### src/rtl/fxp_mul_sequencer_if.sv
// Operand/result handshake bundle for fxp_mul_sequencer.
// master = producer/consumer side (neuron control), slave = the sequencer.
interface fxp_mul_sequencer_if;
  logic        in_valid;
  logic        in_ready;
  logic [31:0] in_a;
  logic [31:0] in_b;
  logic        in_accum;
  logic        out_valid;
  logic        out_ready;
  logic [31:0] out_result;
  logic        out_ovf;

  modport master (
    output in_valid, in_a, in_b, in_accum, out_ready,
    input  in_ready, out_valid, out_result, out_ovf
  );

  modport slave (
    input  in_valid, in_a, in_b, in_accum, out_ready,
    output in_ready, out_valid, out_result, out_ovf
  );
endinterface

### src/rtl/fxp_mul_sequencer.sv
// Q16.16 x Q16.16 multiply(-accumulate) built from four passes through one
// shared 16x16 signed multiplier: high*high, high*frac, frac*high, frac*frac.
//
// state | meaning
// IDLE  | in_ready high, waiting for an operand pair
// HH    | acc += (Ah*Bh) << 16
// HF    | acc += (Ah*Bf) << 1
// FH    | acc += (Af*Bh) << 1
// FF    | acc += (Af*Bf) >>> 14, result/overflow registered
// OUT   | out_valid high until out_ready
module fxp_mul_sequencer #(
  parameter int ACC_W  = 48,
  parameter bit SAT_EN = 1'b1
) (
  input  logic                clk,
  input  logic                reset_n,
  fxp_mul_sequencer_if.slave  bus,
  output logic signed [15:0]  mul_dataa,
  output logic signed [15:0]  mul_datab,
  input  logic signed [31:0]  mul_result
);

  typedef enum logic [2:0] {
    IDLE = 3'd0,
    HH   = 3'd1,
    HF   = 3'd2,
    FH   = 3'd3,
    FF   = 3'd4,
    OUT  = 3'd5
  } state_t;

  state_t state, state_n;

  logic [31:0]             a_q, b_q;
  logic signed [ACC_W-1:0] acc;
  logic signed [ACC_W-1:0] p_ext;
  logic signed [ACC_W-1:0] addend;
  logic signed [ACC_W-1:0] acc_sum;
  logic [31:0]             res_q;
  logic                    ovf_q;

  logic signed [15:0] a_hi, b_hi, a_fr, b_fr;
  logic [ACC_W-32:0]  acc_top;
  logic               sum_ovf;
  logic [31:0]        sum_res;

  // Fraction halves are Q0.15 with bit 0 of the operand discarded.
  assign a_hi = a_q[31:16];
  assign b_hi = b_q[31:16];
  assign a_fr = 16'(a_q[15:0] >> 1);
  assign b_fr = 16'(b_q[15:0] >> 1);

  assign p_ext   = {{(ACC_W-32){mul_result[31]}}, mul_result};
  assign acc_sum = acc + addend;

  // In range for 32 bits only when bits [ACC_W-1:31] are all sign copies.
  assign acc_top = acc_sum[ACC_W-1:31];
  assign sum_ovf = !((&acc_top) || (~|acc_top));

  always_comb begin
    sum_res = acc_sum[31:0];
    if (SAT_EN && sum_ovf)
      sum_res = acc_sum[ACC_W-1] ? 32'h8000_0000 : 32'h7FFF_FFFF;
  end

  always_comb begin
    state_n       = state;
    mul_dataa     = '0;
    mul_datab     = '0;
    addend        = '0;
    bus.in_ready  = 1'b0;
    bus.out_valid = 1'b0;
    case (state)
      IDLE: begin
        bus.in_ready = reset_n;
        if (bus.in_valid)
          state_n = HH;
      end
      HH: begin
        mul_dataa = a_hi;
        mul_datab = b_hi;
        addend    = p_ext <<< 16;
        state_n   = HF;
      end
      HF: begin
        mul_dataa = a_hi;
        mul_datab = b_fr;
        addend    = p_ext <<< 1;
        state_n   = FH;
      end
      FH: begin
        mul_dataa = a_fr;
        mul_datab = b_hi;
        addend    = p_ext <<< 1;
        state_n   = FF;
      end
      FF: begin
        mul_dataa = a_fr;
        mul_datab = b_fr;
        addend    = p_ext >>> 14;
        state_n   = OUT;
      end
      OUT: begin
        bus.out_valid = 1'b1;
        if (bus.out_ready)
          state_n = IDLE;
      end
      default: state_n = IDLE;
    endcase
  end

  always_ff @(posedge clk or negedge reset_n) begin
    if (!reset_n)
      state <= IDLE;
    else
      state <= state_n;
  end

  // acc survives OUT so a following in_accum=1 operation can build on it.
  always_ff @(posedge clk or negedge reset_n) begin
    if (!reset_n) begin
      a_q   <= '0;
      b_q   <= '0;
      acc   <= '0;
      res_q <= '0;
      ovf_q <= 1'b0;
    end else begin
      case (state)
        IDLE: begin
          if (bus.in_valid) begin
            a_q <= bus.in_a;
            b_q <= bus.in_b;
            if (!bus.in_accum)
              acc <= '0;
          end
        end
        HH, HF, FH: acc <= acc_sum;
        FF: begin
          acc   <= acc_sum;
          res_q <= sum_res;
          ovf_q <= sum_ovf;
        end
        default: ;
      endcase
    end
  end

  assign bus.out_result = res_q;
  assign bus.out_ovf    = ovf_q;

endmodule
### src/flat_wrapper.sv
// flat-port wrapper written by rule: the top's interface ports become plain ports
module fxp_mul_sequencer_flat 
#(
  parameter int ACC_W  = 48,
  parameter bit SAT_EN = 1'b1
)
  (clk, reset_n, mul_dataa, mul_datab, mul_result, bus_in_valid, bus_in_a, bus_in_b, bus_in_accum, bus_out_ready, bus_in_ready, bus_out_valid, bus_out_result, bus_out_ovf);
  fxp_mul_sequencer_if bus_i ();
  input  logic clk;
  input  logic reset_n;
  output logic signed [15:0] mul_dataa;
  output logic signed [15:0] mul_datab;
  input  logic signed [31:0] mul_result;
  input wire logic [$bits(bus_i.in_valid)-1:0] bus_in_valid;
  input wire logic [$bits(bus_i.in_a)-1:0] bus_in_a;
  input wire logic [$bits(bus_i.in_b)-1:0] bus_in_b;
  input wire logic [$bits(bus_i.in_accum)-1:0] bus_in_accum;
  input wire logic [$bits(bus_i.out_ready)-1:0] bus_out_ready;
  output wire logic [$bits(bus_i.in_ready)-1:0] bus_in_ready;
  output wire logic [$bits(bus_i.out_valid)-1:0] bus_out_valid;
  output wire logic [$bits(bus_i.out_result)-1:0] bus_out_result;
  output wire logic [$bits(bus_i.out_ovf)-1:0] bus_out_ovf;
  assign bus_i.in_valid = bus_in_valid;
  assign bus_i.in_a = bus_in_a;
  assign bus_i.in_b = bus_in_b;
  assign bus_i.in_accum = bus_in_accum;
  assign bus_i.out_ready = bus_out_ready;
  assign bus_in_ready = bus_i.in_ready;
  assign bus_out_valid = bus_i.out_valid;
  assign bus_out_result = bus_i.out_result;
  assign bus_out_ovf = bus_i.out_ovf;
  fxp_mul_sequencer #(.ACC_W(ACC_W), .SAT_EN(SAT_EN)) u_core (.clk(clk), .reset_n(reset_n), .bus(bus_i), .mul_dataa(mul_dataa), .mul_datab(mul_datab), .mul_result(mul_result));
endmodule
### config.mk
export PLATFORM = sky130hd
export DESIGN_NAME = fxp_mul_sequencer_flat
export DESIGN_NICKNAME = d
export VERILOG_FILES = /design/src/rtl/fxp_mul_sequencer_if.sv /design/src/rtl/fxp_mul_sequencer.sv /design/src/flat_wrapper.sv
export SDC_FILE = /design/constraint.sdc
export NUM_CORES = 1
export LEC_CHECK = 0
export BUFFER_PORTS_ARGS = -buffer_cell sky130_fd_sc_hd__buf_2
export CORE_MARGIN = 3
export CORE_UTILIZATION = 64
export CTS_BUF_LIST = sky130_fd_sc_hd__clkbuf_8
export DETAILED_ROUTE_END_ITERATION = 8
export HOLD_SLACK_MARGIN = 0.05
export PLACE_DENSITY_LB_ADDON = 0.15
export SLEW_MARGIN = 20
export SYNTH_ARGS = -nofsm -noshare
export SYNTH_HDL_FRONTEND = slang
export SYNTH_SLANG_ARGS = --single-unit
### constraint.sdc
create_clock -name clk -period 10.1 [get_ports clk]
set_input_delay 0 -clock clk [delete_from_list [all_inputs] [get_ports clk]]
set_output_delay 0 -clock clk [all_outputs]
set_load 0.02 [all_outputs]
==> results of run 1 <==
-- power groups by stage --
stage          Sequential (mW)  Combinational, mW  Clock [mW]
2_1_floorplan             1.05               2.06           0
3_5_place_dp              1.05               2.86           0
6_report                  1.08               3.04       0.469
5_1_grt                   1.09               3.25       0.489
4_1_cts                   1.04               2.90       0.459
3_3_place_gp              1.03               2.80           0
-- logic make-up (layout without fill, tap and decap cells) --
group | Yosys count | count (layout) | share of synthesized area (%)
flip-flops | 146 | 146 | 36.6
adder cells (fa/ha/maj) | 48 | 48 | 6.08
other | 0 | 2 | 0
XOR/XNOR | 40 | 40 | 3.51
buffers and inverters | 82 | 285 | 3.40
multiplexers | 78 | 78 | 8.78
AND/OR/NAND/NOR | 288 | 288 | 13.8
AO/OA/AOI/OAI | 418 | 418 | 27.9
-- cell type report --
type	count	area, um2	share of cell area, %
Timing Repair Buffer	241	1570	13.1
Clock buffer	18	248	2.07
Inverter	12	45.0	0.377
Tap cell	211	264	2.21
Clock inverter	14	136	1.14
Sequential cell	146	3650	30.6
Multi-Input combinational cell	872	6020	50.5
Antenna cell	2	5.00	0.0419
-- through the flow --
step	worst slack (ns)	hold WS, ns	utilization [%]	cells
final	2.79	0.0987	78.3	1516
after global routing	2.43	0.159	78.2	1515
after CTS	3.25	0.0881	78.2	1514
after detailed placement	3.28	0.0710	71.4	1417
after global placement	3.29	0.0578	71.4	1417
after floorplan	5.54	-0.296	-	1100
-- cell usage in the layout, fill, tap and decap left out, types with 11 or more instances in the layout --
cell	count
mux2_2	77
o22ai_1	19
xnor2_1	22
xor2_1	18
nand2_1	126
nor3_1	19
clkbuf_8	18
o21ai_0	116
nor2_1	55
a22o_1	62
inv_1	12
o211ai_1	12
ha_1	47
buf_2	164
buf_4	11
and2_1	12
dfrtp_1	146
a21o_1	23
o211a_1	14
o21a_1	14
dlygate4sd3_1	65
a21oi_1	76
a22oi_1	16
-- flip-flops by register name, indices dropped and copies added, names as in the netlist --
signal and flops:
u_core.acc 48, u_core.bus.out_result 32, u_core.a_q 31, u_core.b_q 31, u_core.state 3, u_core.bus.out_ovf 1
-- layer usage --
| layer | wire length [um] | vias up | track usage, % | share of wire, % |
|---|---|---|---|---|
| met2 | 15900 | 770 | 64.2 | 45 |
| li1 | - | 4488 | - | - |
| met5 | 24 | - | 0 | 0.067 |
| met1 | 13900 | 4918 | 54.7 | 39 |
| met4 | 1670 | 4 | 18.4 | 4.7 |
| met3 | 4030 | 157 | 12.4 | 11 |
-- repair_timing --
| item | 4_1_cts | 5_1_grt |
|---|---|---|
| hold endpoints to repair | 136 | 0 |
| hold buffers | 65 | 0 |
| buffers inserted | 0 | 0 |
-- path summary, 6_finish.rpt --
path | startpoint | end | slack (ns) | cells after the start
max | u_core.state[0] | u_core.bus.out_result[0] | 2.79 | 15
min | reset_n | u_core.bus.out_result[10] | 0.1 | 2
max reg2reg | u_core.state[0] | u_core.bus.out_result[0] | 2.79 | 15
min reg2reg | u_core.acc[42] | u_core.acc[42] | 0.50 | 2
max in group asynchronous | reset_n | u_core.acc[31] | 8.53 | 3
min in group clk | mul_result[14] | u_core.acc[0] | 0.15 | 4
==> impl_metrics.py, run 1 <==
metrics = {
    "worst_setup_path": {
        "max_stage_delay_ns": 0.89,
        "path_class": "reg2reg",
        "crit_arrival_ns": 7.69,
        "crit_family": "simple AND/OR/NAND/NOR gates",
        "cp_num_buf_inv": 0,
        "cp-end-kind": "flop",
        "cp-start-kind": "flop",
        "cp.required_ns": 10.48,
        "crit_path_top_delay_cell": "and2_2",
        "path_cells": "nor2_1 -> and2_2 -> a22oi_1 -> fa_1 -> nand2b_1 -> a21oi_1 -> o21ai_1 -> a211o_1 -> a2111oi_0 -> nor4_1 -> a311oi_1 -> and4_1 -> nand4_1 -> and2_1 -> o22ai_1",
        "worstPathMaxFanout": 45,
    },
    "synthesis": {
        "synth_top_area_cell": "dfrtp_1",
        "synth_edf_count": 0,
        "synthTopCellsByCount": "dfrtp_1, nand2_1, o21ai_0",
        "synth.distinct_cells": 72,
        "syn_area_per_cell_um2": 9.09,
        "ys_warn_count": 0,
        "synth_cells": 1100,
        "synth_area_leaders": "dfrtp_1, mux2_2, ha_1",
        "synth-seq-cells": 146,
        "ys_seq_area_share_pct": 36.6,
        "synth.most_common_cell": "dfrtp_1",
        "netlist_area_um2": 9990,
        "yosysTopAreaCellShare_pct": 36.6,
        "synth_ff_type": "dfrtp_1",
        "async_reset_ff_share_pct": 100,
        "synthesis.nets": 1249,
    },
    "finish": {
        "final_net_count": 1439,
        "final_area_um2": 11900,
        "drive_gt1_share_pct": 23.6,
        "syn_to_final_growth_pct": 19.5,
        "nFillCells": 1028,
    },
    "run_status": {
        "status": "finished, final reports clean",
    },
    "place": {
        "port-buffer-count": 165,
        "dp_hpwl_um": 23300,
        "gp_congestion": 1.00,
        "place_area_um2": 10900,
    },
    "pwr": {
        "power_frac_clock_pct": 10.2,
        "swShare_pct": 52.5,
        "combPwrFrac_pct": 66.3,
        "p_switching_mw": 2.41,
        "powerDensity_nw_per_um2": 384,
        "p_int_mw": 2.18,
        "finalPower_mw": 4.59,
        "peakVddDrop_mv": 0.289,
        "p_seq_share_pct": 23.4,
        "leakage_nw": 5.30,
    },
    "timing": {
        "period_share_pct": 72.4,
        "fmax_ghz": 0.137,
        "timing.final.setup_violations": 0,
        "finalClockSkew_ns": 0.0160,
        "max_slew.worst_pin.slew_ns": 1.10,
        "rsz0062_at_grt": "no",
        "slew_headroom_pct": 26.4,
        "layout_min_cycle_time_ns": 7.31,
        "hold_viol": 0,
        "tns_ns": 0,
        "drv_slew": 0,
    },
    "detailed_routing": {
        "drtIter0Drc": 1155,
        "drtAntennaViolNets": 0,
        "vias": 10300,
        "postRouteWirelength_um": 35600,
        "viasPerCell": 6.82,
        "firstDrtPassIters": 5,
        "drc": 0,
        "post_drt_wl_per_cell_um": 23.5,
    },
    "global_route": {
        "grt-ovfl-total": 0,
        "antenna_found_initial": 3,
        "grt_max_degree": 75,
        "grt_pass1_wl_um": 54900,
        "grt_pass1_vias": 9999,
        "track_usage_pct": 41.7,
    },
    "die": {
        "die_h_um": 131,
        "io_pins": 168,
        "rows": 45,
        "die_w_um": 131,
        "core_um2": 15300,
        "dieArea_um2": 17200,
        "start_util_pct": 65.5,
    },
    "cts": {
        "cts_max_level": 4,
        "ctsRootBufferMaster": "clkbuf_8",
        "clk_pin_slew_ns": 0.10,
        "cts.sinks": 146,
        "cts_resized": 0,
        "cts_inserted_buffers": 17,
        "clkLatencyLatePin_ns": 0.49,
        "tritoncts": "built",
        "clk_path_buf_depth": 2,
    },
    "run": {
        "cap_violations": 0,
    },
    "min_path": {
        "hp-class": "in2async",
    },
}
(Power assumes the default switching activity.)
==> inputs of run 2 (changes only) <==
- ABC_AREA: default -> 1
- CORE_UTILIZATION: 64 -> 54
- clock period: 10.1 -> 6.04 ns (I/O delays scaled with it)
==> run 2 against run 1 <==
Net effect: critical path depth rose by 9; core utilization fell by 12 points; via count rose by 9.7%; synthesized area rose by 8.9%.
==> impl_metrics.py, run 2 <==
metrics = {
    "cts": {
        "clk_path_buf_depth": 2,
        "cts_max_level": 4,
        "clk_pin_slew_ns": 0.10,
        "clkLatencyLatePin_ns": 0.47,
        "ctsRootBufferMaster": "clkbuf_8",
        "cts_inserted_buffers": 17,
        "tritoncts": "built",
        "cts.sinks": 146,
        "cts_setup_buffers": 0,
        "cts_resized": 0,
    },
    "synthesis": {
        "synth_edf_count": 0,
        "synth_area_leaders": "dfrtp_1, nand2_1, inv_1",
        "synthesis.nets": 1794,
        "synth-seq-cells": 146,
        "async_reset_ff_share_pct": 100,
        "yosysTopAreaCellShare_pct": 33.6,
        "synth.most_common_cell": "nand2_1",
        "ys_warn_count": 0,
        "synth_ff_type": "dfrtp_1",
        "synth_top_area_cell": "dfrtp_1",
        "synth_cells": 1645,
        "synth.distinct_cells": 37,
        "ys_seq_area_share_pct": 33.6,
        "synthTopCellsByCount": "nand2_1, inv_1, dfrtp_1",
        "netlist_area_um2": 10900,
        "syn_area_per_cell_um2": 6.62,
    },
    "global_route": {
        "grt-ovfl-total": 0,
        "grt_max_degree": 125,
        "grt_pass1_wl_um": 57900,
        "grt_pass1_vias": 11000,
        "antenna_found_initial": 1,
        "track_usage_pct": 33.8,
    },
    "finish": {
        "antenna_cells": 0,
        "final_common_cell": "nand2_1",
        "largest_reg_flops": 48,
        "drive_gt1_share_pct": 17.6,
        "final_area_um2": 13000,
        "regMostFlops": "u_core.acc",
        "fin_util_pct": 66.2,
        "syn_to_final_growth_pct": 19.5,
        "nFillCells": 1824,
        "fin_cells": 2136,
        "final_net_count": 2007,
        "final_cell_mix": "nand2_1, inv_1, buf_2",
    },
    "place": {
        "port-buffer-count": 165,
        "gp_congestion": 0.982,
        "dp_slack_ns": 1.16,
        "place_area_um2": 11900,
        "dp_hpwl_um": 27000,
        "dp.cells": 2039,
    },
    "die": {
        "dieArea_um2": 21900,
        "core_um2": 19700,
        "rows": 51,
        "die_w_um": 148,
        "start_util_pct": 55.4,
        "io_pins": 168,
        "die_h_um": 148,
    },
    "worst_setup_path": {
        "crit_arrival_ns": 5.37,
        "cp-start-kind": "flop",
        "crit_path_top_delay_cell": "inv_1",
        "max_stage_delay_ns": 0.71,
        "rr_worst_depth": 24,
        "cp.required_ns": 6.37,
        "reg2reg_slack_ns": 1.0,
        "regToRegStartpoint": "u_core.state[0]",
        "path_cells": "inv_1 -> nor2_1 -> clkinv_1 -> buf_4 -> nor2_1 -> inv_1 -> o221ai_1 -> ha_1 -> nand2_1 -> nor2_1 -> inv_2 -> nor2_2 -> nand3_1 -> nand3b_1 -> nand2_1 -> nand3_1 -> nand2_1 -> nor2_1 -> nand2_1 -> nor2_1 -> nand2_1 -> a21oi_4 -> buf_4 -> a21oi_1",
        "cp-end-kind": "flop",
        "r2r-end": "u_core.bus.out_ovf",
        "path_class": "reg2reg",
        "worstPathMaxFanout": 32,
    },
    "timing": {
        "max_slew.worst_pin.slew_ns": 1.01,
        "fmax_ghz": 0.198,
        "rsz0062_at_grt": "no",
        "worst_slack_ns": 0.996,
        "hold_viol": 0,
        "drv_slew": 0,
        "tns_ns": 0,
        "slew_headroom_pct": 32.6,
        "period_share_pct": 83.5,
        "timing.final.setup_violations": 0,
        "whs_ns": 0.141,
        "finalClockSkew_ns": 0.0204,
        "layout_min_cycle_time_ns": 5.04,
    },
    "detailed_routing": {
        "vias": 11300,
        "viasPerCell": 5.31,
        "firstDrtPassIters": 6,
        "drtIter0Drc": 817,
        "postRouteWirelength_um": 36400,
        "drtAntennaViolNets": 0,
        "drc": 0,
        "post_drt_wl_per_cell_um": 17.1,
    },
    "min_path": {
        "holdPathStages": 6,
        "hp-class": "in2reg",
        "hold_start": "mul_result[14]",
        "hold_end": "u_core.acc[0]",
    },
    "pwr": {
        "combPwrFrac_pct": 69.6,
        "leakage_nw": 7.01,
        "swShare_pct": 55.8,
        "peakVddDrop_mv": 0.376,
        "p_int_mw": 3.73,
        "p_seq_share_pct": 19.8,
        "powerDensity_nw_per_um2": 649,
        "power_frac_clock_pct": 10.6,
        "finalPower_mw": 8.45,
        "p_switching_mw": 4.71,
    },
    "run_status": {
        "status": "finished, final reports clean",
    },
    "run": {
        "cap_violations": 0,
    },
}
-- run 2: layout make-up --
type                            instances  area (um2)  share of cell area (%)
Tap cell                              265         332                    2.55
Sequential cell                       146        3650                    28.1
Inverter                              327        1230                    9.43
Timing Repair Buffer                  239        1550                    11.9
Multi-Input combinational cell       1127        5790                    44.5
Clock inverter                         15         219                    1.68
Clock buffer                           17         234                    1.80
-- run 2: worst max-delay path by stage --
stage                               start  slack (ns)                        end  cells after the start
after floorplan           u_core.state[0]        2.27   u_core.bus.out_result[0]                     27
after global placement    u_core.state[0]        1.29  u_core.bus.out_result[26]                     24
after detailed placement  u_core.state[0]        1.16         u_core.bus.out_ovf                     24
after CTS                 u_core.state[0]        1.15         u_core.bus.out_ovf                     24
after global routing      u_core.state[0]        0.60         u_core.bus.out_ovf                     24
final                     u_core.state[0]         1.0         u_core.bus.out_ovf                     24
-- run 2: worst max-delay path, delay by kind of cell, from the launching register on --
kind                       cells  cell delay [ns]
buffers and inverters          6             1.67
and+or+nand+nor               14             1.66
AOI/OAI and AO/OA              3             0.62
adders and majority gates      1             0.47
DFF                            1             0.40
-- run 2: cells by family (layout without fill, tap and decap cells) --
family | Yosys count | after routing | share of synthesized area (%)
xor+xnor | 30 | 30 | 2.41
fa+ha+maj | 48 | 48 | 5.58
flops | 146 | 146 | 33.6
buf+inv | 372 | 598 | 13.3
compound gates | 267 | 267 | 14.9
simple gates | 782 | 782 | 30.2
-- run 2: power by group through the flow --
stage	sequential, mW	combinational (mW)	clock, mW
after detailed placement	1.68	5.71	0
after global placement	1.67	5.61	0
after floorplan	1.74	4.17	0
after global routing	1.71	6.51	0.947
final	1.67	5.87	0.897
after CTS	1.67	5.77	0.908
-- run 2: what timing repair did --
action | 4_1_cts | 5_1_grt
setup endpoints to repair | 0 | 0
hold buffers | 65 | 0
endpoints found under the hold margin | 158 | 0
-- run 2: layer usage --
metal  vias to the layer above  wire [um]  global-route usage [%]
met5                         -         11                       0
met4                         2       1160                    11.5
met3                        73       2960                    7.05
met2                       491      17100                    56.0
met1                      5230      15200                    44.2
li1                       5542          -                       -
==> inputs of run 3 (changes only) <==
- CORE_UTILIZATION: 54 -> 60
- clock period: 6.04 -> 5.15 ns (I/O delays scaled with it)
==> run 3 against run 2 <==
Net effect: setup slack worse by 0.51 ns; first-iteration DRC count up 67%; wire length grew 5.0%; clock power up 11%; non-clock buffer count increased by 3; sequential share of layout area rose by 0.076 points; die area decreased by 9.6%; worst hold slack worse by 0.022 ns; sequential power rose by 20%.
==> impl_metrics.py, run 3 (synthesized netlist as in run 2, its figures left out) <==
metrics = {
    "cts": {
        "cts_max_level": 4,
        "clk_path_buf_depth": 2,
        "ctsRootBufferMaster": "clkbuf_8",
        "cts_setup_buffers": 0,
        "cts.sinks": 146,
        "cts_inserted_buffers": 17,
        "clkLatencyLatePin_ns": 0.48,
        "clk_pin_slew_ns": 0.10,
        "tritoncts": "built",
    },
    "pwr": {
        "leakage_nw": 7.01,
        "finalPower_mw": 10.1,
        "powerDensity_nw_per_um2": 776,
        "peakVddDrop_mv": 0.547,
    },
    "timing": {
        "whs_ns": 0.119,
        "slew_headroom_pct": 34.4,
        "layout_min_cycle_time_ns": 4.66,
        "period_share_pct": 90.5,
        "max_slew.worst_pin.slew_ns": 0.984,
        "drv_slew": 0,
        "rsz0062_at_grt": "no",
        "fmax_ghz": 0.215,
        "finalClockSkew_ns": 0.0170,
        "tns_ns": 0,
        "timing.final.setup_violations": 0,
        "hold_viol": 0,
    },
    "finish": {
        "largest_reg_flops": 48,
        "drive_gt1_share_pct": 17.8,
        "regMostFlops": "u_core.acc",
        "final_cell_mix": "nand2_1, inv_1, buf_2",
        "syn_to_final_growth_pct": 19.2,
        "final_net_count": 2010,
        "final_common_cell": "nand2_1",
        "final_area_um2": 13000,
    },
    "worst_setup_path": {
        "reg2reg_slack_ns": 0.49,
        "path_class": "reg2reg",
        "r2r-end": "u_core.bus.out_ovf",
        "worstPathMaxFanout": 22,
        "crit_arrival_ns": 5.01,
        "max_stage_delay_ns": 0.45,
        "cp-end-kind": "flop",
        "crit_path_top_delay_cell": "a21oi_1",
        "rr_worst_depth": 22,
        "cp.required_ns": 5.50,
        "cp-start-kind": "flop",
        "path_cells": "nor2_1 -> clkinv_1 -> nor2_1 -> inv_1 -> buf_4 -> o21ai_0 -> ha_1 -> inv_1 -> o21bai_1 -> nor2_1 -> nand2_1 -> a21oi_1 -> nand3_1 -> nand2_1 -> nand2_1 -> nor2_1 -> nand2_1 -> nor2_1 -> nand2_1 -> a21oi_4 -> buf_4 -> a21oi_1",
        "regToRegStartpoint": "u_core.state[2]",
    },
    "run": {
        "cap_violations": 0,
    },
    "detailed_routing": {
        "postRouteWirelength_um": 38200,
        "drtAntennaViolNets": 0,
        "drc": 0,
        "post_drt_wl_per_cell_um": 18.2,
        "drtIter0Drc": 1364,
        "vias": 11800,
        "viasPerCell": 5.60,
        "firstDrtPassIters": 6,
    },
    "global_route": {
        "antenna_found_initial": 1,
        "grt_max_degree": 106,
        "grt_pass1_wl_um": 59500,
        "grt-ovfl-total": 0,
        "track_usage_pct": 38.4,
        "grt_pass1_vias": 11300,
    },
    "place": {
        "port-buffer-count": 165,
        "dp_hpwl_um": 26600,
        "gp_congestion": 1.04,
        "place_area_um2": 11900,
    },
    "run_status": {
        "status": "finished, final reports clean",
    },
    "die": {
        "start_util_pct": 62.1,
        "io_pins": 168,
        "die_w_um": 141,
        "die_h_um": 141,
        "rows": 48,
        "core_um2": 17500,
        "dieArea_um2": 19800,
    },
    "min_path": {
        "hp-class": "in2reg",
        "hold_start": "mul_result[14]",
        "hold_end": "u_core.acc[0]",
        "holdPathStages": 6,
    },
}
run 3: worst max-delay path by stage:
stage / startpoint / endpoint / slack [ns] / cells after the start
CTS: u_core.state[1] / u_core.bus.out_result[27] / 0.67 / 24
global route: u_core.state[2] / u_core.bus.out_ovf / 0.13 / 22
finish: u_core.state[2] / u_core.bus.out_ovf / 0.49 / 22
floorplan: u_core.state[0] / u_core.bus.out_result[0] / 1.38 / 27
detailed placement: u_core.state[1] / u_core.bus.out_result[27] / 0.71 / 24
global placement: u_core.state[2] / u_core.bus.out_result[27] / 0.73 / 22
run 3: cell type report:
class,count,area [um2]
fillers,1352,4560
diodes,1,2.50
inverters,327,1230
multi-input cells,1127,5800
clock inverters,15,188
clock buffers,17,234
flip-flops and latches,146,3650
repair buffers,242,1590
well taps,225,282
run 3: per-stage QoR:
stage / instances / setup slack (ns) / util (%)
2_1_floorplan: 1645 / 1.38 / -
3_3_place_gp: 2001 / 0.729 / 67.7
3_5_place_dp: 2001 / 0.708 / 67.7
4_1_cts: 2098 / 0.672 / 73.8
5_1_grt: 2100 / 0.131 / 74.0
6_report: 2100 / 0.490 / 74.0
run 3: metal layers:
| metal | global-route usage [%] | routed length (um) | vias to the layer above |
|---|---|---|---|
| met4 | 10.5 | 1170 | 0 |
| met2 | 61.6 | 17100 | 731 |
| met3 | 10.1 | 4500 | 119 |
| met1 | 51.9 | 15400 | 5377 |
| met5 | 0 | 0 | - |
| li1 | - | - | 5534 |
run 3: repair_timing:
action                                 in CTS  in global routing
hold buffers                               65                  0
endpoints found under the hold margin     167                  0
setup endpoints to repair                   0                  1
gates resized for setup                     0                  1
run 3: where the power goes:
part	switching (mW)	internal, mW	leakage [nW]
combinational	4.89	2.19	5.06
clock	0.548	0.455	0.216
sequential	0.282	1.71	1.74
run 3: critical path: cells and delay by family, from the launching register on:
family | cells | cell delay, ns
AO/OA/AOI/OAI | 5 | 1.08
adder cells (fa/ha/maj) | 1 | 0.35
buffers and inverters | 5 | 1.19
flip-flops | 1 | 0.44
AND/OR/NAND/NOR | 11 | 1.44
